[src/rtl/mmi_timer_pkg.sv]
// Shared constants for the MMIO tick timer: register indices, bus encodings
// and control/status bit positions.
package mmi_timer_pkg;

    localparam int MMIO_ADDR_W = 4;
    localparam int MMIO_DATA_W = 32;

    // Request encodings; 2'b11 is reserved and behaves like idle.
    localparam logic [1:0] OPM_IDLE  = 2'b00;
    localparam logic [1:0] OPM_READ  = 2'b01;
    localparam logic [1:0] OPM_WRITE = 2'b10;

    localparam logic [1:0] OK_IDLE = 2'b00;
    localparam logic [1:0] OK_DONE = 2'b01;

    localparam logic [MMIO_ADDR_W-1:0] REG_CNT_LO      = 4'd0;
    localparam logic [MMIO_ADDR_W-1:0] REG_CNT_HI      = 4'd1;
    localparam logic [MMIO_ADDR_W-1:0] REG_CMP_LO      = 4'd2;
    localparam logic [MMIO_ADDR_W-1:0] REG_CMP_HI      = 4'd3;
    localparam logic [MMIO_ADDR_W-1:0] REG_CTRL        = 4'd4;
    localparam logic [MMIO_ADDR_W-1:0] REG_STATUS      = 4'd5;
    localparam logic [MMIO_ADDR_W-1:0] REG_WDOG_RELOAD = 4'd6;
    localparam logic [MMIO_ADDR_W-1:0] REG_WDOG_CUR    = 4'd7;

    localparam int CTRL_EN_BIT     = 0;
    localparam int CTRL_IRQEN_BIT  = 1;
    localparam int STATUS_PEND_BIT = 0;

    typedef enum logic {
        ST_IDLE,
        ST_DONE
    } mmioState_t;

    function automatic logic opmIsAccess(input logic [1:0] opm);
        return (opm == OPM_READ) || (opm == OPM_WRITE);
    endfunction

endpackage

[src/rtl/mmi_mod_tick_timer_if.sv]
// MMIO request/response bundle between a bus master and the tick timer.
interface mmi_mod_tick_timer_if;
    import mmi_timer_pkg::*;

    logic [MMIO_ADDR_W-1:0] mmioAddr;
    logic [1:0]             mmioOpm;
    logic [MMIO_DATA_W-1:0] mmioInData;
    logic [MMIO_DATA_W-1:0] mmioOutData;
    logic [1:0]             mmioOK;

    modport master (
        output mmioAddr,
        output mmioOpm,
        output mmioInData,
        input  mmioOutData,
        input  mmioOK
    );

    modport slave (
        input  mmioAddr,
        input  mmioOpm,
        input  mmioInData,
        output mmioOutData,
        output mmioOK
    );

endinterface

[src/rtl/mmi_tick_wdog.sv]
// Millisecond watchdog: counts a loaded value down to zero and pulses expire
// once on the final step.
module mmi_tick_wdog
    import mmi_timer_pkg::*;
(
    input  logic                   clock,
    input  logic                   reset,
    input  logic [MMIO_DATA_W-1:0] reloadValue,
    input  logic                   load,
    input  logic                   tick,
    output logic [MMIO_DATA_W-1:0] curValue,
    output logic                   expire
);

    // A load in the same cycle as a tick takes priority and suppresses the pulse.
    always_ff @(posedge clock or negedge reset) begin
        if (!reset) begin
            curValue <= '0;
            expire   <= 1'b0;
        end else begin
            expire <= 1'b0;
            if (load) begin
                curValue <= reloadValue;
            end else if (tick && (curValue != '0)) begin
                curValue <= curValue - 32'd1;
                expire   <= (curValue == 32'd1);
            end
        end
    end

endmodule

[src/rtl/mmi_mod_tick_timer.sv]
// 64-bit microsecond timer with compare interrupt and millisecond watchdog,
// accessed through a one-request-at-a-time MMIO handshake.
module mmi_mod_tick_timer
    import mmi_timer_pkg::*;
(
    input  logic                clock,
    input  logic                reset,
    input  logic                timer1MHz,
    input  logic                timer1kHz,
    mmi_mod_tick_timer_if.slave mmio,
    output logic                timerIrq,
    output logic                wdogExpire
);

    mmioState_t state;
    mmioState_t nextState;

    logic [63:0]            cnt;
    logic [63:0]            cntNext;
    logic [63:0]            cmp;
    logic [MMIO_DATA_W-1:0] snapHi;
    logic [MMIO_DATA_W-1:0] wdogReload;
    logic [MMIO_DATA_W-1:0] wdogCur;
    logic [MMIO_DATA_W-1:0] heldData;
    logic [MMIO_DATA_W-1:0] readData;
    logic                   ctrlEn;
    logic                   ctrlIrqEn;
    logic                   pend;

    logic accessFire;
    logic isRead;
    logic isWrite;
    logic wrCntLo;
    logic wrCntHi;
    logic wrCmpLo;
    logic wrCmpHi;
    logic wrCtrl;
    logic wrStatus;
    logic wrReload;
    logic rdCntLo;
    logic cntTick;
    logic cmpHit;

    always_ff @(posedge clock or negedge reset) begin
        if (!reset) begin
            state <= ST_IDLE;
        end else begin
            state <= nextState;
        end
    end

    // The access fires only on the IDLE->DONE step, so a held request
    // never repeats its side effects.
    always_comb begin
        nextState        = state;
        accessFire       = 1'b0;
        isRead           = 1'b0;
        isWrite          = 1'b0;
        mmio.mmioOK      = OK_IDLE;
        mmio.mmioOutData = '0;
        case (state)
            ST_IDLE: begin
                if (opmIsAccess(mmio.mmioOpm)) begin
                    accessFire = 1'b1;
                    isRead     = (mmio.mmioOpm == OPM_READ);
                    isWrite    = (mmio.mmioOpm == OPM_WRITE);
                    nextState  = ST_DONE;
                end
            end
            ST_DONE: begin
                mmio.mmioOK      = OK_DONE;
                mmio.mmioOutData = heldData;
                if (!opmIsAccess(mmio.mmioOpm)) begin
                    nextState = ST_IDLE;
                end
            end
            default: nextState = ST_IDLE;
        endcase
    end

    always_comb begin
        readData = '0;
        case (mmio.mmioAddr)
            REG_CNT_LO:      readData = cnt[31:0];
            REG_CNT_HI:      readData = snapHi;
            REG_CMP_LO:      readData = cmp[31:0];
            REG_CMP_HI:      readData = cmp[63:32];
            REG_CTRL: begin
                readData[CTRL_EN_BIT]    = ctrlEn;
                readData[CTRL_IRQEN_BIT] = ctrlIrqEn;
            end
            REG_STATUS:      readData[STATUS_PEND_BIT] = pend;
            REG_WDOG_RELOAD: readData = wdogReload;
            REG_WDOG_CUR:    readData = wdogCur;
            default:         readData = '0;
        endcase
    end

    always_comb begin
        wrCntLo  = isWrite && (mmio.mmioAddr == REG_CNT_LO);
        wrCntHi  = isWrite && (mmio.mmioAddr == REG_CNT_HI);
        wrCmpLo  = isWrite && (mmio.mmioAddr == REG_CMP_LO);
        wrCmpHi  = isWrite && (mmio.mmioAddr == REG_CMP_HI);
        wrCtrl   = isWrite && (mmio.mmioAddr == REG_CTRL);
        wrStatus = isWrite && (mmio.mmioAddr == REG_STATUS);
        wrReload = isWrite && (mmio.mmioAddr == REG_WDOG_RELOAD);
        rdCntLo  = isRead  && (mmio.mmioAddr == REG_CNT_LO);
        cntNext  = cnt + 64'd1;
        cntTick  = timer1MHz && ctrlEn && !(wrCntLo || wrCntHi);
        cmpHit   = cntTick && (cntNext == cmp);
    end

    // A CNT write swallows a coincident tick; only real increments can hit.
    always_ff @(posedge clock or negedge reset) begin
        if (!reset) begin
            cnt        <= '0;
            snapHi     <= '0;
            cmp        <= '0;
            ctrlEn     <= 1'b0;
            ctrlIrqEn  <= 1'b0;
            pend       <= 1'b0;
            wdogReload <= '0;
            timerIrq   <= 1'b0;
            heldData   <= '0;
        end else begin
            if (wrCntLo) begin
                cnt[31:0] <= mmio.mmioInData;
            end else if (wrCntHi) begin
                cnt[63:32] <= mmio.mmioInData;
            end else if (cntTick) begin
                cnt <= cntNext;
            end

            if (rdCntLo) begin
                snapHi <= cnt[63:32];
            end

            if (wrCmpLo) begin
                cmp[31:0] <= mmio.mmioInData;
            end
            if (wrCmpHi) begin
                cmp[63:32] <= mmio.mmioInData;
            end

            if (wrCtrl) begin
                ctrlEn    <= mmio.mmioInData[CTRL_EN_BIT];
                ctrlIrqEn <= mmio.mmioInData[CTRL_IRQEN_BIT];
            end

            if (cmpHit) begin
                pend <= 1'b1;
            end else if (wrStatus && mmio.mmioInData[STATUS_PEND_BIT]) begin
                pend <= 1'b0;
            end

            if (wrReload) begin
                wdogReload <= mmio.mmioInData;
            end

            timerIrq <= pend && ctrlIrqEn;

            if (accessFire) begin
                heldData <= isRead ? readData : '0;
            end
        end
    end

    mmi_tick_wdog wdog (
        .clock       (clock),
        .reset       (reset),
        .reloadValue (mmio.mmioInData),
        .load        (wrReload),
        .tick        (timer1kHz),
        .curValue    (wdogCur),
        .expire      (wdogExpire)
    );

endmodule

[src/flat_wrapper.sv]
// flat-port wrapper written by rule: the top's interface ports become plain ports
module mmi_mod_tick_timer_flat import mmi_timer_pkg::*;
  (clock, reset, timer1MHz, timer1kHz, timerIrq, wdogExpire, mmio_mmioAddr, mmio_mmioOpm, mmio_mmioInData, mmio_mmioOutData, mmio_mmioOK);
  mmi_mod_tick_timer_if mmio_i ();
  input  logic clock;
  input  logic reset;
  input  logic timer1MHz;
  input  logic timer1kHz;
  output logic timerIrq;
  output logic wdogExpire;
  input wire logic [$bits(mmio_i.mmioAddr)-1:0] mmio_mmioAddr;
  input wire logic [$bits(mmio_i.mmioOpm)-1:0] mmio_mmioOpm;
  input wire logic [$bits(mmio_i.mmioInData)-1:0] mmio_mmioInData;
  output wire logic [$bits(mmio_i.mmioOutData)-1:0] mmio_mmioOutData;
  output wire logic [$bits(mmio_i.mmioOK)-1:0] mmio_mmioOK;
  assign mmio_i.mmioAddr = mmio_mmioAddr;
  assign mmio_i.mmioOpm = mmio_mmioOpm;
  assign mmio_i.mmioInData = mmio_mmioInData;
  assign mmio_mmioOutData = mmio_i.mmioOutData;
  assign mmio_mmioOK = mmio_i.mmioOK;
  mmi_mod_tick_timer u_core (.clock(clock), .reset(reset), .timer1MHz(timer1MHz), .timer1kHz(timer1kHz), .mmio(mmio_i), .timerIrq(timerIrq), .wdogExpire(wdogExpire));
endmodule
[config.mk]
export PLATFORM = sky130hd
export DESIGN_NAME = mmi_mod_tick_timer_flat
export DESIGN_NICKNAME = d
export VERILOG_FILES = /design/src/rtl/mmi_timer_pkg.sv /design/src/rtl/mmi_mod_tick_timer_if.sv /design/src/rtl/mmi_tick_wdog.sv /design/src/rtl/mmi_mod_tick_timer.sv /design/src/flat_wrapper.sv
export SDC_FILE = /design/constraint.sdc
export NUM_CORES = 1
export LEC_CHECK = 0
export BUFFER_PORTS_ARGS = -buffer_cell sky130_fd_sc_hd__buf_2
export CAP_MARGIN = 20
export CELL_PAD_IN_SITES_DETAIL_PLACEMENT = 1
export CELL_PAD_IN_SITES_GLOBAL_PLACEMENT = 1
export CORE_MARGIN = 2
export CORE_UTILIZATION = 45
export DETAILED_ROUTE_END_ITERATION = 12
export GPL_TIMING_DRIVEN = 0
export HOLD_SLACK_MARGIN = 0.12
export PLACE_DENSITY_LB_ADDON = 0.1
export SETUP_SLACK_MARGIN = 0.2
export SKIP_CTS_REPAIR_TIMING = 1
export SLEW_MARGIN = 5
export SYNTH_ARGS = -nofsm -noshare
export SYNTH_HDL_FRONTEND = slang
export SYNTH_SLANG_ARGS = --single-unit
[constraint.sdc]
create_clock -name clock -period 6.2 [get_ports clock]
set_input_delay 1.55 -clock clock [delete_from_list [all_inputs] [get_ports clock]]
set_output_delay 1.55 -clock clock [all_outputs]
set_load 0.01 [all_outputs]
* Word-level counts from Yosys, hierarchy flattened *
Index checks and enable logic that the tools add are counted.

storage, ports and cells
  register bits after elaboration = 262
  latch bits = 0
  RAM bits = 0
  ROM bits = 0
  input port bits = 42
  output and inout port bits = 36
  logic and storage cells = 76
  memories kept = 0

cells by class
  add/sub/neg operators = 2
  $mul = 0
  divide/modulo/power cells = 0
  magnitude comparators = 0
  eq/ne operators = 12
  shift operators = 0
  multiplexer cells = 22
  bitwise operators = 1
  reduce and logical (&&, ||, !) cells = 25

operators with widths
  operator               number
  $mux 32                7
  $pmux 30 s6            1
  $add 64x1->64 const B  1
  $eq 64x64->1           1
  $mux 64                1
  $eq 32x1->1 const B    1
  $reduce_bool 32->1     1
  $sub 32x1->32 const B  1
  $eq 4x3->1 const B     4
  $logic_and 1x1->1      14
  $mux 1                 11
  $eq 4x2->1 const B     2
  $pmux 1 s8             1
  $reduce_bool 2->1      4
  $pmux 1 s7             1
  $eq 4x1->1 const B     1
  $logic_not 4->1        1
  $reduce_and 2->1       2
  $eq 2x1->1 const B     1
  $eq 2x2->1 const B     1
  $logic_or 1x1->1       2
  $ne 2x1->1 const B     1
  $logic_not 1->1        1
  $not 1->1              1

* Longest topological paths before layout *
Gate-level depths: netlist (run 1).

  depth in word-level cells = 11
  gate-level depth with buffers = 12
  depth with buffers taken out = 10

* Modules after synthesis *
A second synthesis (run 1) with hierarchy kept.

unflattened totals
  cells, all modules = 1,671
  area total of the unflattened synthesis = 15,443.6 um^2

modules (own cells, without submodules)
  module              times used  cells an instance  area each (um^2)  seq. area each (um^2)
  mmi_mod_tick_timer  1           1,418              13,321.5          5,730.5
  mmi_tick_wdog       1           253                2,122.0           825.8

* Worst setup path after synthesis (run 1) *
No wires, ideal clock.

  kind = input -> register
  start = input mmio_mmioOpm[0]
  end = register u_core.pend
  setup time = 0.092 ns
  arrival = 3.731 ns
  required time = 6.108 ns
  path slack = 2.377 ns
  stages = 12
  path buffers = 2
  cell sequence = inv_1 > ha_1 > nor2b_1 > clkbuf_1 > and2_1 > clkbuf_1 > nor4_1 > nand4_1 > nor4_1 > nand3_1 > or4_1 > o31ai_2

between the ends
  word-level cells in the longest chain between the ends = 10
  elaborated cells between the ends (all ways) = 15
  those cells by class = eq/ne (2); mux (3); reduce/logical (10)

RTL lines
  what                                                line                                                  source
  start: declaration                                  flat_wrapper.sv:12                                    input wire logic [$bits(mmio_i.mmioOpm)-1:0] mmio_mmioOpm;
  $eq 2x1->1 / $eq 2x2->1 (equally long branches)     mmi_timer_pkg.sv:35, mmi_mod_tick_timer.sv:66
  $logic_or 1x1->1                                    mmi_timer_pkg.sv:35                                   return (opm == OPM_READ) || (opm == OPM_WRITE);
  $mux 1 *                                            mmi_mod_tick_timer.sv:63                              if (opmIsAccess(mmio.mmioOpm)) begin
  $mux 1 *                                            mmi_mod_tick_timer.sv:61                              case (state)
  $logic_and 1x1->1, on equally long branches         mmi_mod_tick_timer.sv:100, mmi_mod_tick_timer.sv:101
  $logic_or 1x1->1                                    mmi_mod_tick_timer.sv:109                             cntTick = timer1MHz && ctrlEn && !(wrCntLo || wrCntHi);
  $logic_not 1->1                                     mmi_mod_tick_timer.sv:109
  $logic_and 1x1->1                                   mmi_mod_tick_timer.sv:109
  $logic_and 1x1->1                                   mmi_mod_tick_timer.sv:110                             cmpHit = cntTick && (cntNext == cmp);
  $mux 1 / $reduce_bool 2->1 (equally long branches)  --
  end signal: assignment                              mmi_mod_tick_timer.sv:121                             pend <= 1'b0;
  end signal: assignment                              mmi_mod_tick_timer.sv:151                             pend <= 1'b1;
  end signal: assignment                              mmi_mod_tick_timer.sv:153                             pend <= 1'b0;
  end: declaration                                    mmi_mod_tick_timer.sv:28                              logic pend;

Every way passes the cells marked *; elsewhere a longest branch is shown, timed or not.
A chain may end at the register's enable or synchronous reset.

* Worst setup path in the final report (run 1) *
Same ends and word-level chain as after synthesis.

==> run_summary.xml, run 1 <==
<?xml version="1.0" encoding="UTF-8"?>
<metrics>
  <group name="layout">
    <metric name="final_design_area_no_fill" unit="mm2">0.0175</metric>
    <metric name="syn_to_final_growth" unit="%">13.7</metric>
    <metric name="antennaDiodeCount" unit="">0</metric>
    <metric name="drive_gt1_frac" unit="">0.155</metric>
    <metric name="finish.net_count" unit="">1835</metric>
    <metric name="utilization" unit="">0.520</metric>
  </group>
  <group name="placement">
    <metric name="gpl.final_weighted_congestion" unit="">1.02</metric>
    <metric name="io_buffer_count" unit="">74</metric>
    <metric name="placed_area" unit="mm2">0.0164</metric>
    <metric name="detailedPlacementHpwl" unit="mm">54.5</metric>
  </group>
  <group name="sta">
    <metric name="grt_setup_unrepaired" unit="">false</metric>
    <metric name="finalSetupViolations" unit="">0</metric>
    <metric name="max_freq" unit="MHz">204</metric>
    <metric name="fin_worst_skew" unit="ps">26.0</metric>
    <metric name="timing.final.crit_period" unit="ps">4910</metric>
    <metric name="final_max_slew_viol_count" unit="">0</metric>
    <metric name="final.period_utilization" unit="">0.792</metric>
    <metric name="tightest_slew" unit="ps">1170</metric>
    <metric name="finalHoldViolCount" unit="">0</metric>
    <metric name="slew-limit-headroom" unit="">0.219</metric>
  </group>
  <group name="min_path">
    <metric name="min_from" unit="">u_core.heldData[0]</metric>
    <metric name="min-delay-path-class" unit="">reg -&gt; reg</metric>
  </group>
  <group name="die">
    <metric name="chipHeight" unit="um">189</metric>
    <metric name="num_ports" unit="">78</metric>
    <metric name="floorplan.core_area" unit="mm2">0.0336</metric>
    <metric name="floorplan.initialDensity" unit="">0.457</metric>
    <metric name="die-area" unit="mm2">0.0357</metric>
    <metric name="fp-row-count" unit="">67</metric>
    <metric name="die_x" unit="um">189</metric>
  </group>
  <group name="status">
    <metric name="status" unit="">complete, no violations</metric>
  </group>
  <group name="clock_tree">
    <metric name="worst_skew_pair.late_latency" unit="ps">600</metric>
    <metric name="cts_buffers" unit="">30</metric>
    <metric name="tritoncts_clock_tree" unit="">done</metric>
    <metric name="clk_pin_slew_worst_paths" unit="ps">60</metric>
    <metric name="root_buffer" unit="">sky130_fd_sc_hd__clkbuf_16</metric>
    <metric name="cts_htree_levels" unit="">1</metric>
    <metric name="numClockSinks" unit="">262</metric>
    <metric name="cts-root-to-sink-buffers" unit="">3</metric>
  </group>
  <group name="critical_path">
    <metric name="setup.worst_path.start" unit="">mmio_mmioOpm[0]</metric>
    <metric name="worstPathArrival" unit="ps">5390</metric>
    <metric name="worstPathMaxFanout" unit="">10</metric>
    <metric name="required" unit="ps">6690</metric>
    <metric name="start_kind" unit="">primary input</metric>
    <metric name="worstReg2RegStart" unit="">u_core.cnt[0]</metric>
    <metric name="crit_type" unit="">in -&gt; reg</metric>
    <metric name="cp-end-kind" unit="">flip-flop</metric>
  </group>
  <group name="synth">
    <metric name="dominantRegCellSynth" unit="">sky130_fd_sc_hd__dfrtp_1</metric>
    <metric name="synth_async_sr_flop_share" unit="">1.00</metric>
    <metric name="synth_nets" unit="">1718</metric>
    <metric name="synth_sequential_area_ratio" unit="">0.426</metric>
    <metric name="ys.warnings.count" unit="">0</metric>
    <metric name="ffs_latches_synth" unit="">262</metric>
    <metric name="synth_enable_flop_cells" unit="">0</metric>
    <metric name="syn-cell-area" unit="mm2">0.0154</metric>
    <metric name="post_synthesis_cell_count" unit="">1671</metric>
    <metric name="synth.avg_cell_area" unit="um2">9.20</metric>
    <metric name="netlist-cell-type-count" unit="">72</metric>
  </group>
  <group name="power_and_ir_drop">
    <metric name="post-layout-total-power" unit="mW">5.43</metric>
    <metric name="p_seq_frac" unit="">0.421</metric>
    <metric name="power.combinational.fraction" unit="">0.233</metric>
    <metric name="cellInternalPower" unit="mW">3.51</metric>
    <metric name="p_sw" unit="mW">1.92</metric>
    <metric name="clock_power_share" unit="">0.346</metric>
    <metric name="vdd_drop_max" unit="uV">275</metric>
    <metric name="power_density" unit="mW/mm2">311</metric>
    <metric name="power.switching_fraction" unit="">0.354</metric>
    <metric name="total_leakage_power" unit="nW">7.52</metric>
  </group>
  <group name="detailed_routing">
    <metric name="avgViaCountPerCell" unit="">6.57</metric>
    <metric name="drc_errors" unit="">0</metric>
    <metric name="first_drt_iteration_drcs" unit="">1656</metric>
    <metric name="first_pass_iters" unit="">8</metric>
    <metric name="vias" unit="">14900</metric>
    <metric name="wire_per_inst" unit="um">32.1</metric>
    <metric name="routed_wl" unit="mm">72.5</metric>
    <metric name="final_antenna_net_count" unit="">0</metric>
  </group>
  <group name="global_route">
    <metric name="global_route.usage.total" unit="">0.407</metric>
    <metric name="first_global_vias" unit="">15000</metric>
    <metric name="grt_max_degree" unit="">103</metric>
    <metric name="antenna_found_initial" unit="">2</metric>
    <metric name="overflow" unit="">0</metric>
    <metric name="grt_first_pass_wirelength" unit="mm">105</metric>
  </group>
  <group name="run">
    <metric name="timing.max_cap.violations" unit="">0</metric>
  </group>
</metrics>
[power groups by stage]
| stage | combinational, mW | clock [mW] | sequential [mW] |
|---|---|---|---|
| after floorplan | 0.770 | 0 | 2.16 |
| after global placement | 1.16 | 0 | 2.27 |
| after detailed placement | 1.22 | 0 | 2.29 |
| after CTS | 1.23 | 1.88 | 2.27 |
| after global routing | 1.35 | 1.95 | 2.30 |
| final | 1.27 | 1.88 | 2.29 |
[state kept, by name, summed over array words and instances, names as in the netlist]
register	cells
u_core.cmp	64
u_core.cnt	64
u_core.ctrlEn	1
u_core.ctrlIrqEn	1
u_core.heldData	32
u_core.pend	1
u_core.snapHi	32
u_core.state	1
u_core.timerIrq	1
u_core.wdog.curValue	32
u_core.wdog.expire	1
u_core.wdogReload	32
[synth_stat cells, types with 12 or more instances]
| cell type | number | area share |
|---|---|---|
| sky130_fd_sc_hd__dfrtp_1 | 262 | 0.43 |
| sky130_fd_sc_hd__nand2_1 | 242 | 0.059 |
| sky130_fd_sc_hd__xnor2_1 | 106 | 0.060 |
| sky130_fd_sc_hd__o21ai_0 | 101 | 0.033 |
| sky130_fd_sc_hd__clkbuf_1 | 94 | 0.023 |
| sky130_fd_sc_hd__nor2_1 | 94 | 0.023 |
| sky130_fd_sc_hd__mux2_2 | 93 | 0.068 |
| sky130_fd_sc_hd__nand3_1 | 77 | 0.025 |
| sky130_fd_sc_hd__a21oi_1 | 50 | 0.016 |
| sky130_fd_sc_hd__nand4_1 | 47 | 0.019 |
| sky130_fd_sc_hd__xor2_1 | 46 | 0.026 |
| sky130_fd_sc_hd__and2_1 | 42 | 0.017 |
| sky130_fd_sc_hd__nor4_1 | 37 | 0.015 |
| sky130_fd_sc_hd__a22oi_1 | 36 | 0.018 |
| sky130_fd_sc_hd__nor3_1 | 33 | 0.011 |
| sky130_fd_sc_hd__a222oi_1 | 32 | 0.021 |
| sky130_fd_sc_hd__a22o_1 | 31 | 0.018 |
| sky130_fd_sc_hd__inv_1 | 24 | 0.0059 |
| sky130_fd_sc_hd__a31oi_1 | 21 | 0.0085 |
| sky130_fd_sc_hd__and3_1 | 19 | 0.0077 |
| sky130_fd_sc_hd__and4_1 | 13 | 0.0074 |
| sky130_fd_sc_hd__buf_1 | 12 | 0.0029 |
| sky130_fd_sc_hd__buf_2 | 12 | 0.0039 |
[final timing paths]
path,end,slack [ps],depth (start not counted)
max in group asynchronous,u_core.cnt[25],4330,2
min in group asynchronous,u_core.wdog.curValue[0],910,1
hold reg to reg,u_core.heldData[0],480,2
setup reg to reg,u_core.pend,1480,9
setup / recovery,u_core.pend,1290,12
hold / removal,u_core.heldData[0],480,2
[stage by stage]
step                      setup TNS [ps]  worst slack [ps]  instances  hold slack (ps)
after floorplan                        0              2380       1671              441
after CTS                              0              1410       2258              481
after detailed placement               0               798       2202              463
after global routing                   0              1190       2260              512
final                                  0              1290       2260              484
after global placement           -377940             -1480       2193              458
[layout by cell type (no fill, tap or decap), drive strengths merged, types with 7 or more instances in the layout]
cell,instances
mux2,93
nor3,34
xor2,46
o22ai,8
nor2b,10
or3,11
dfrtp,262
nand3,77
a31oi,21
nand4,53
nor2,94
inv,24
o21ai,102
a222oi,32
a21oi,50
clkbuf,142
and4,14
clkinv,7
a22o,31
o22a,7
xnor2,106
and3,19
and2,42
nor4,46
a22oi,36
nand2b,8
nand2,242
buf,117
[cells by family after synthesis]
group / Yosys count / share of synthesized area
flops: 262 / 0.426
xor+xnor: 152 / 0.0866
mux: 94 / 0.0688
fa+ha+maj: 5 / 0.00407
compound gates: 325 / 0.142
other cells: 1 / 0.000244
simple gates: 679 / 0.230
buf+inv: 153 / 0.0422
[critical path, cell delays in order]
cell and delay [ps]:
sky130_fd_sc_hd__buf_2 90, sky130_fd_sc_hd__inv_1 40, sky130_fd_sc_hd__ha_1 190, sky130_fd_sc_hd__nor2b_1 130, sky130_fd_sc_hd__clkbuf_1 360, sky130_fd_sc_hd__and2_1 280, sky130_fd_sc_hd__nor2_1 790, sky130_fd_sc_hd__nand4_1 300
sky130_fd_sc_hd__nor4_1 460, sky130_fd_sc_hd__nand3_1 220, sky130_fd_sc_hd__or4_1 680, sky130_fd_sc_hd__o31ai_2 280
[final cells by class]
cell class / instances / area [um2]
plain buffers: 129 / 559
clock buffers: 46 / 901
clock inverters: 10 / 121
fillers: 3919 / 16100
inverters: 24 / 90.1
multi-input cells: 1256 / 8190
flip-flops and latches: 262 / 6560
well taps: 448 / 561
repair buffers: 85 / 498
[routing by layer]
layer  GRT usage  routed length [um]
met1       0.563               30800
met2       0.630               32200
met3      0.0812                6360
met4       0.160                3130
met5           0                   0
Note: power is estimated with default switching activity, not from simulation.
==> inputs of run 2 (changes only) <==
- CORE_UTILIZATION: 45 -> 44
- clock period: 6.2 -> 4.1 ns (I/O delays scaled with it)
==> run_summary.xml, run 2 (same netlist as run 1, synthesis figures left out) <==
<?xml version="1.0" encoding="UTF-8"?>
<metrics>
  <group name="placement">
    <metric name="io_buffer_count" unit="">74</metric>
    <metric name="gpl.final_weighted_congestion" unit="">1.03</metric>
    <metric name="placed_area" unit="mm2">0.0164</metric>
    <metric name="detailedPlacementHpwl" unit="mm">54.1</metric>
    <metric name="post-place-ws" unit="ps">-418</metric>
    <metric name="numPlacedInstances" unit="">2207</metric>
  </group>
  <group name="sta">
    <metric name="timing.final.ws_setup" unit="ps">-48.9</metric>
    <metric name="final_max_slew_viol_count" unit="">0</metric>
    <metric name="final.period_utilization" unit="">1.01</metric>
    <metric name="tightest_slew" unit="ps">1240</metric>
    <metric name="fin_worst_skew" unit="ps">17.0</metric>
    <metric name="max_freq" unit="MHz">241</metric>
    <metric name="grt_setup_unrepaired" unit="">true</metric>
    <metric name="finalSetupViolations" unit="">3</metric>
    <metric name="finalHoldViolCount" unit="">0</metric>
    <metric name="slew-limit-headroom" unit="">0.171</metric>
    <metric name="timing.final.crit_period" unit="ps">4150</metric>
  </group>
  <group name="layout">
    <metric name="finish.net_count" unit="">1844</metric>
    <metric name="fillerInstances" unit="">4021</metric>
    <metric name="finalNonFillerCells" unit="">2275</metric>
    <metric name="mostFrequentLayoutCells" unit="">sky130_fd_sc_hd__dfrtp_1, sky130_fd_sc_hd__nand2_1, sky130_fd_sc_hd__xnor2_1, sky130_fd_sc_hd__o21ai_0, sky130_fd_sc_hd__clkbuf_1</metric>
    <metric name="syn_to_final_growth" unit="%">14.4</metric>
    <metric name="largestRegisters" unit="">u_core.cmp (64), u_core.cnt (64)</metric>
    <metric name="final_design_area_no_fill" unit="mm2">0.0176</metric>
    <metric name="mostFrequentLayoutCell" unit="">sky130_fd_sc_hd__dfrtp_1</metric>
    <metric name="drive_gt1_frac" unit="">0.167</metric>
  </group>
  <group name="detailed_routing">
    <metric name="routed_wl" unit="mm">71.9</metric>
    <metric name="vias" unit="">14700</metric>
    <metric name="wire_per_inst" unit="um">31.6</metric>
    <metric name="highest-signal-layer" unit="">met5</metric>
    <metric name="first_drt_iteration_drcs" unit="">1609</metric>
    <metric name="avgViaCountPerCell" unit="">6.48</metric>
    <metric name="wl_met2" unit="mm">31.9</metric>
    <metric name="m1WireLength" unit="mm">30.4</metric>
    <metric name="wl_met3" unit="mm">6.20</metric>
    <metric name="first_pass_iters" unit="">10</metric>
    <metric name="drc_errors" unit="">0</metric>
    <metric name="final_antenna_net_count" unit="">0</metric>
  </group>
  <group name="critical_path">
    <metric name="start_kind" unit="">flip-flop</metric>
    <metric name="worst_setup_path_endpoint" unit="">u_core.wdog.curValue[29]</metric>
    <metric name="register_to_register_path_setup_slack" unit="ps">-50</metric>
    <metric name="required" unit="ps">4520</metric>
    <metric name="worstRegToRegCells" unit="">10</metric>
    <metric name="worstReg2RegStart" unit="">u_core.wdog.curValue[18]</metric>
    <metric name="crit_type" unit="">reg -&gt; reg</metric>
    <metric name="worstPathMaxFanout" unit="">8</metric>
    <metric name="worst_r2r_endpoint" unit="">u_core.wdog.curValue[29]</metric>
    <metric name="worstPathArrival" unit="ps">4570</metric>
    <metric name="setup.worst_path.start" unit="">u_core.wdog.curValue[18]</metric>
    <metric name="cp-end-kind" unit="">flip-flop</metric>
  </group>
  <group name="die">
    <metric name="floorplan.initialDensity" unit="">0.446</metric>
    <metric name="die_x" unit="um">191</metric>
    <metric name="chipHeight" unit="um">191</metric>
    <metric name="floorplan.core_area" unit="mm2">0.0345</metric>
    <metric name="num_ports" unit="">78</metric>
    <metric name="fp-row-count" unit="">68</metric>
    <metric name="die-area" unit="mm2">0.0365</metric>
  </group>
  <group name="global_route">
    <metric name="first_global_vias" unit="">15000</metric>
    <metric name="grt_first_pass_wirelength" unit="mm">104</metric>
    <metric name="overflow" unit="">0</metric>
    <metric name="global_route.usage.total" unit="">0.397</metric>
    <metric name="grt_max_degree" unit="">111</metric>
    <metric name="antenna_found_initial" unit="">4</metric>
  </group>
  <group name="clock_tree">
    <metric name="worst_skew_pair.late_latency" unit="ps">590</metric>
    <metric name="numClockSinks" unit="">262</metric>
    <metric name="root_buffer" unit="">sky130_fd_sc_hd__clkbuf_16</metric>
    <metric name="cts_htree_levels" unit="">1</metric>
    <metric name="clk_pin_slew_worst_paths" unit="ps">60</metric>
    <metric name="tritoncts_clock_tree" unit="">done</metric>
    <metric name="cts-root-to-sink-buffers" unit="">3</metric>
    <metric name="cts_buffers" unit="">30</metric>
  </group>
  <group name="power_and_ir_drop">
    <metric name="vdd_drop_max" unit="uV">356</metric>
    <metric name="power_density" unit="mW/mm2">462</metric>
    <metric name="total_leakage_power" unit="nW">7.58</metric>
  </group>
  <group name="min_path">
    <metric name="min-delay-path-class" unit="">in -&gt; async</metric>
  </group>
  <group name="status">
    <metric name="failed_checks" unit="">negative setup slack</metric>
    <metric name="status" unit="">finished, violations left</metric>
  </group>
  <group name="run">
    <metric name="timing.max_cap.violations" unit="">0</metric>
  </group>
</metrics>
-- run 2: changes by cell type in the layout (fill, tap and decap cells not counted), moves of 2 or more --
cell and delta:
sky130_fd_sc_hd__buf_2 +2, sky130_fd_sc_hd__buf_4 +5, sky130_fd_sc_hd__clkbuf_1 -7, sky130_fd_sc_hd__clkbuf_2 +5, sky130_fd_sc_hd__clkbuf_8 -3, sky130_fd_sc_hd__clkinv_2 +4, sky130_fd_sc_hd__clkinv_4 -2, sky130_fd_sc_hd__nand3_1 -2
sky130_fd_sc_hd__nand3_2 +2, sky130_fd_sc_hd__nor2_1 -3, sky130_fd_sc_hd__nor2_2 +3, sky130_fd_sc_hd__nor4_1 -2
-- run 2: how the worst min path moves through the flow --
stage | end | slack [ps] | cells after the start
2_1_floorplan | u_core.heldData[0] | 440 | 2
3_5_place_dp | u_core.heldData[0] | 460 | 2
4_1_cts | u_core.heldData[6] | 370 | 1
6_report | u_core.heldData[6] | 360 | 1
5_1_grt | u_core.heldData[4] | 400 | 1
3_3_place_gp | u_core.wdogReload[0] | 460 | 2
-- run 2: where the power goes --
part	total [mW]	switching, mW	leakage, nW	internal, mW
combinational	1.92	1.21	3.61	0.708
sequential	3.43	0.472	3.48	2.96
clock	2.77	1.17	0.495	1.61
total	8.12	2.85	7.58	5.27
-- run 2: cell type report --
cell class	instances	area [um2]	area share
Antenna cell	1	2.50	0.000142
Buffer	129	564	0.0321
Clock buffer	42	877	0.0499
Clock inverter	12	116	0.00662
Inverter	24	90.1	0.00512
Multi-Input combinational cell	1256	8250	0.469
Sequential cell	262	6560	0.373
Tap cell	455	569	0.0324
Timing Repair Buffer	94	559	0.0318
-- run 2: worst max-delay path: stages (launching register included) --
cell	delay, ps
sky130_fd_sc_hd__dfrtp_1	480
sky130_fd_sc_hd__or4_1	170
sky130_fd_sc_hd__buf_1	800
sky130_fd_sc_hd__nor2_1	70
sky130_fd_sc_hd__nor4bb_2	210
sky130_fd_sc_hd__buf_4	180
sky130_fd_sc_hd__a211oi_1	300
sky130_fd_sc_hd__nand3b_1	690
sky130_fd_sc_hd__nor4_1	800
sky130_fd_sc_hd__xnor2_1	180
sky130_fd_sc_hd__o21ai_0	80
-- run 2: metrics by stage --
step | hold slack, ps | util | power [mW] | TNS, ps
floorplan | 441 | - | 4.44 | 0
global placement | 457 | 0.473 | 5.20 | -863240
detailed placement | 464 | 0.477 | 5.30 | -5190
CTS | 371 | 0.506 | 8.07 | -330
global route | 396 | 0.510 | 8.39 | -130
finish | 362 | 0.510 | 8.12 | -87.8
-- run 2: per-layer routing --
metal	GRT usage	vias up
li1	-	6286
met1	0.544	7571
met2	0.604	712
met3	0.0843	162
met4	0.176	2
met5	0	-
==> inputs of run 3 (changes only) <==
- CORE_UTILIZATION: 44 -> 45
- PLACE_DENSITY: default -> 0.86
- PLACE_DENSITY_LB_ADDON: 0.1 -> default
- clock period: 4.1 -> 4.3 ns (I/O delays scaled with it)
==> run_summary.xml, run 3 (same netlist as run 1, synthesis figures left out) <==
<?xml version="1.0" encoding="UTF-8"?>
<metrics>
  <group name="power_and_ir_drop">
    <metric name="clock_power_share" unit="">0.336</metric>
    <metric name="total_leakage_power" unit="nW">7.57</metric>
    <metric name="power.combinational.fraction" unit="">0.237</metric>
    <metric name="p_seq_frac" unit="">0.427</metric>
    <metric name="vdd_drop_max" unit="uV">366</metric>
    <metric name="power.switching_fraction" unit="">0.357</metric>
    <metric name="cellInternalPower" unit="mW">4.96</metric>
    <metric name="p_sw" unit="mW">2.76</metric>
    <metric name="power_density" unit="mW/mm2">439</metric>
  </group>
  <group name="global_route">
    <metric name="overflow" unit="">0</metric>
    <metric name="grt_max_degree" unit="">115</metric>
    <metric name="first_global_vias" unit="">15500</metric>
    <metric name="grt_first_pass_wirelength" unit="mm">107</metric>
    <metric name="global_route.usage.total" unit="">0.413</metric>
    <metric name="antenna_found_initial" unit="">6</metric>
  </group>
  <group name="layout">
    <metric name="final_design_area_no_fill" unit="mm2">0.0176</metric>
    <metric name="fillerInstances" unit="">3912</metric>
    <metric name="syn_to_final_growth" unit="%">14.4</metric>
    <metric name="drive_gt1_frac" unit="">0.164</metric>
    <metric name="finish.net_count" unit="">1842</metric>
    <metric name="mostFrequentLayoutCells" unit="">sky130_fd_sc_hd__dfrtp_1, sky130_fd_sc_hd__nand2_1, sky130_fd_sc_hd__xnor2_1, sky130_fd_sc_hd__clkbuf_1, sky130_fd_sc_hd__o21ai_0</metric>
    <metric name="finalNonFillerCells" unit="">2266</metric>
    <metric name="mostFrequentLayoutCell" unit="">sky130_fd_sc_hd__dfrtp_1</metric>
    <metric name="largestRegisters" unit="">u_core.cmp (64), u_core.cnt (64)</metric>
  </group>
  <group name="die">
    <metric name="die_x" unit="um">189</metric>
    <metric name="num_ports" unit="">78</metric>
    <metric name="floorplan.core_area" unit="mm2">0.0336</metric>
    <metric name="fp-row-count" unit="">67</metric>
    <metric name="floorplan.initialDensity" unit="">0.457</metric>
    <metric name="chipHeight" unit="um">189</metric>
    <metric name="die-area" unit="mm2">0.0357</metric>
  </group>
  <group name="sta">
    <metric name="final.hold.worst_slack" unit="ps">483</metric>
    <metric name="grt_setup_unrepaired" unit="">false</metric>
    <metric name="finalSetupViolations" unit="">0</metric>
    <metric name="slew-limit-headroom" unit="">0.211</metric>
    <metric name="timing.final.crit_period" unit="ps">4130</metric>
    <metric name="max_freq" unit="MHz">242</metric>
    <metric name="finalHoldViolCount" unit="">0</metric>
    <metric name="final.period_utilization" unit="">0.959</metric>
    <metric name="fin_worst_skew" unit="ps">40.8</metric>
    <metric name="tightest_slew" unit="ps">1180</metric>
    <metric name="final_max_slew_viol_count" unit="">0</metric>
    <metric name="timing.final.ws_setup" unit="ps">175</metric>
  </group>
  <group name="critical_path">
    <metric name="crit_type" unit="">reg -&gt; reg</metric>
    <metric name="critPathMostFrequentCell" unit="">sky130_fd_sc_hd__nand4_1</metric>
    <metric name="critical_path.slowest_cell" unit="">sky130_fd_sc_hd__a2111oi_1</metric>
    <metric name="worstReg2RegStart" unit="">u_core.cnt[0]</metric>
    <metric name="cp-end-kind" unit="">flip-flop</metric>
    <metric name="worstPathMaxFanout" unit="">10</metric>
    <metric name="worstRegToRegCells" unit="">9</metric>
    <metric name="worstPathArrival" unit="ps">4650</metric>
    <metric name="worst_r2r_endpoint" unit="">u_core.pend</metric>
    <metric name="crit_path_cells" unit="">ha_1 &gt; nand3_1 &gt; nor2_4 &gt; nand4_2 &gt; o21ai_1 &gt; nand4_1 &gt; a2111oi_1 &gt; nand4_1 &gt; o31ai_2</metric>
    <metric name="start_kind" unit="">flip-flop</metric>
    <metric name="required" unit="ps">4820</metric>
    <metric name="critical_path_s_largest_stage_delay" unit="ps">560</metric>
    <metric name="register_to_register_path_setup_slack" unit="ps">170</metric>
  </group>
  <group name="min_path">
    <metric name="min-delay-path-class" unit="">reg -&gt; reg</metric>
    <metric name="min_from" unit="">u_core.wdogReload[0]</metric>
    <metric name="hold_path_depth" unit="">2</metric>
    <metric name="hold-path-endpoint" unit="">u_core.wdogReload[0]</metric>
  </group>
  <group name="detailed_routing">
    <metric name="drc_errors" unit="">0</metric>
    <metric name="first_pass_iters" unit="">7</metric>
    <metric name="wire_per_inst" unit="um">32.4</metric>
    <metric name="vias" unit="">15100</metric>
    <metric name="avgViaCountPerCell" unit="">6.66</metric>
    <metric name="routed_wl" unit="mm">73.5</metric>
    <metric name="first_drt_iteration_drcs" unit="">1862</metric>
    <metric name="final_antenna_net_count" unit="">0</metric>
  </group>
  <group name="clock_tree">
    <metric name="root_buffer" unit="">sky130_fd_sc_hd__clkbuf_16</metric>
    <metric name="clk_pin_slew_worst_paths" unit="ps">60</metric>
    <metric name="cts-root-to-sink-buffers" unit="">3</metric>
    <metric name="numClockSinks" unit="">262</metric>
    <metric name="cts_buffers" unit="">30</metric>
    <metric name="tritoncts_clock_tree" unit="">done</metric>
    <metric name="cts_htree_levels" unit="">1</metric>
    <metric name="worst_skew_pair.late_latency" unit="ps">620</metric>
  </group>
  <group name="status">
    <metric name="status" unit="">complete, no violations</metric>
  </group>
  <group name="placement">
    <metric name="io_buffer_count" unit="">74</metric>
    <metric name="placed_area" unit="mm2">0.0165</metric>
    <metric name="numPlacedInstances" unit="">2202</metric>
    <metric name="post-place-ws" unit="ps">-878</metric>
    <metric name="gpl.final_weighted_congestion" unit="">1.04</metric>
    <metric name="detailedPlacementHpwl" unit="mm">56.0</metric>
  </group>
  <group name="run">
    <metric name="timing.max_cap.violations" unit="">0</metric>
  </group>
</metrics>
-- run 3: cell count changes in the layout (fill, tap and decap cells not counted), sizes merged --
cell and change:
buf -1, bufinv -1, clkbuf +2, clkinv -3
diode +2, inv -1
-- run 3: worst max-delay path by stage --
stage                          startpoint                  end  depth (start not counted)
after floorplan           mmio_mmioOpm[0]          u_core.pend                         12
after global placement              reset  u_core.heldData[28]                          1
after detailed placement  mmio_mmioOpm[0]          u_core.pend                         12
after CTS                 mmio_mmioOpm[0]          u_core.pend                         12
after global routing       u_core.cnt[17]          u_core.pend                         10
final                       u_core.cnt[0]          u_core.pend                          9
-- run 3: worst max-delay path: cells and delay by family (launching register included) --
| kind | cells | cell delay [ps] |
|---|---|---|
| fa+ha+maj | 1 | 300 |
| compound gates | 3 | 1340 |
| flops | 1 | 530 |
| simple gates | 5 | 1830 |
-- run 3: area by class of cell --
cell class / count / area [um2] / area share
Inverter: 24 / 90.1 / 0.00512
Multi-Input combinational cell: 1256 / 8290 / 0.472
Clock buffer: 45 / 877 / 0.0499
Clock inverter: 7 / 91.3 / 0.00519
Sequential cell: 262 / 6560 / 0.373
Buffer: 129 / 561 / 0.0319
Antenna cell: 3 / 7.51 / 0.000427
Tap cell: 448 / 561 / 0.0319
Timing Repair Buffer: 92 / 551 / 0.0313
-- run 3: routing by layer --
layer,up-vias,global-route usage,part of all wire
met5,-,0,0.00030
met4,4,0.204,0.060
met3,207,0.0842,0.097
met2,881,0.628,0.44
met1,7727,0.561,0.41
li1,6276,-,-
-- run 3: per-stage QoR --
stage | total power, mW | TNS (ps) | utilization
4_1_cts | 7.63 | -227 | 0.518
5_1_grt | 7.95 | 0 | 0.523
3_5_place_dp | 5.05 | -3050 | 0.490
6_report | 7.72 | 0 | 0.523
2_1_floorplan | 4.23 | 0 | -
3_3_place_gp | 4.93 | -796580 | 0.485
-- run 3: power by group through the flow --
| stage | combinational (mW) | sequential (mW) | clock (mW) |
|---|---|---|---|
| finish | 1.83 | 3.29 | 2.59 |
| CTS | 1.77 | 3.27 | 2.59 |
| floorplan | 1.11 | 3.12 | 0 |
| global route | 1.94 | 3.32 | 2.69 |
| global placement | 1.65 | 3.28 | 0 |
| detailed placement | 1.75 | 3.30 | 0 |
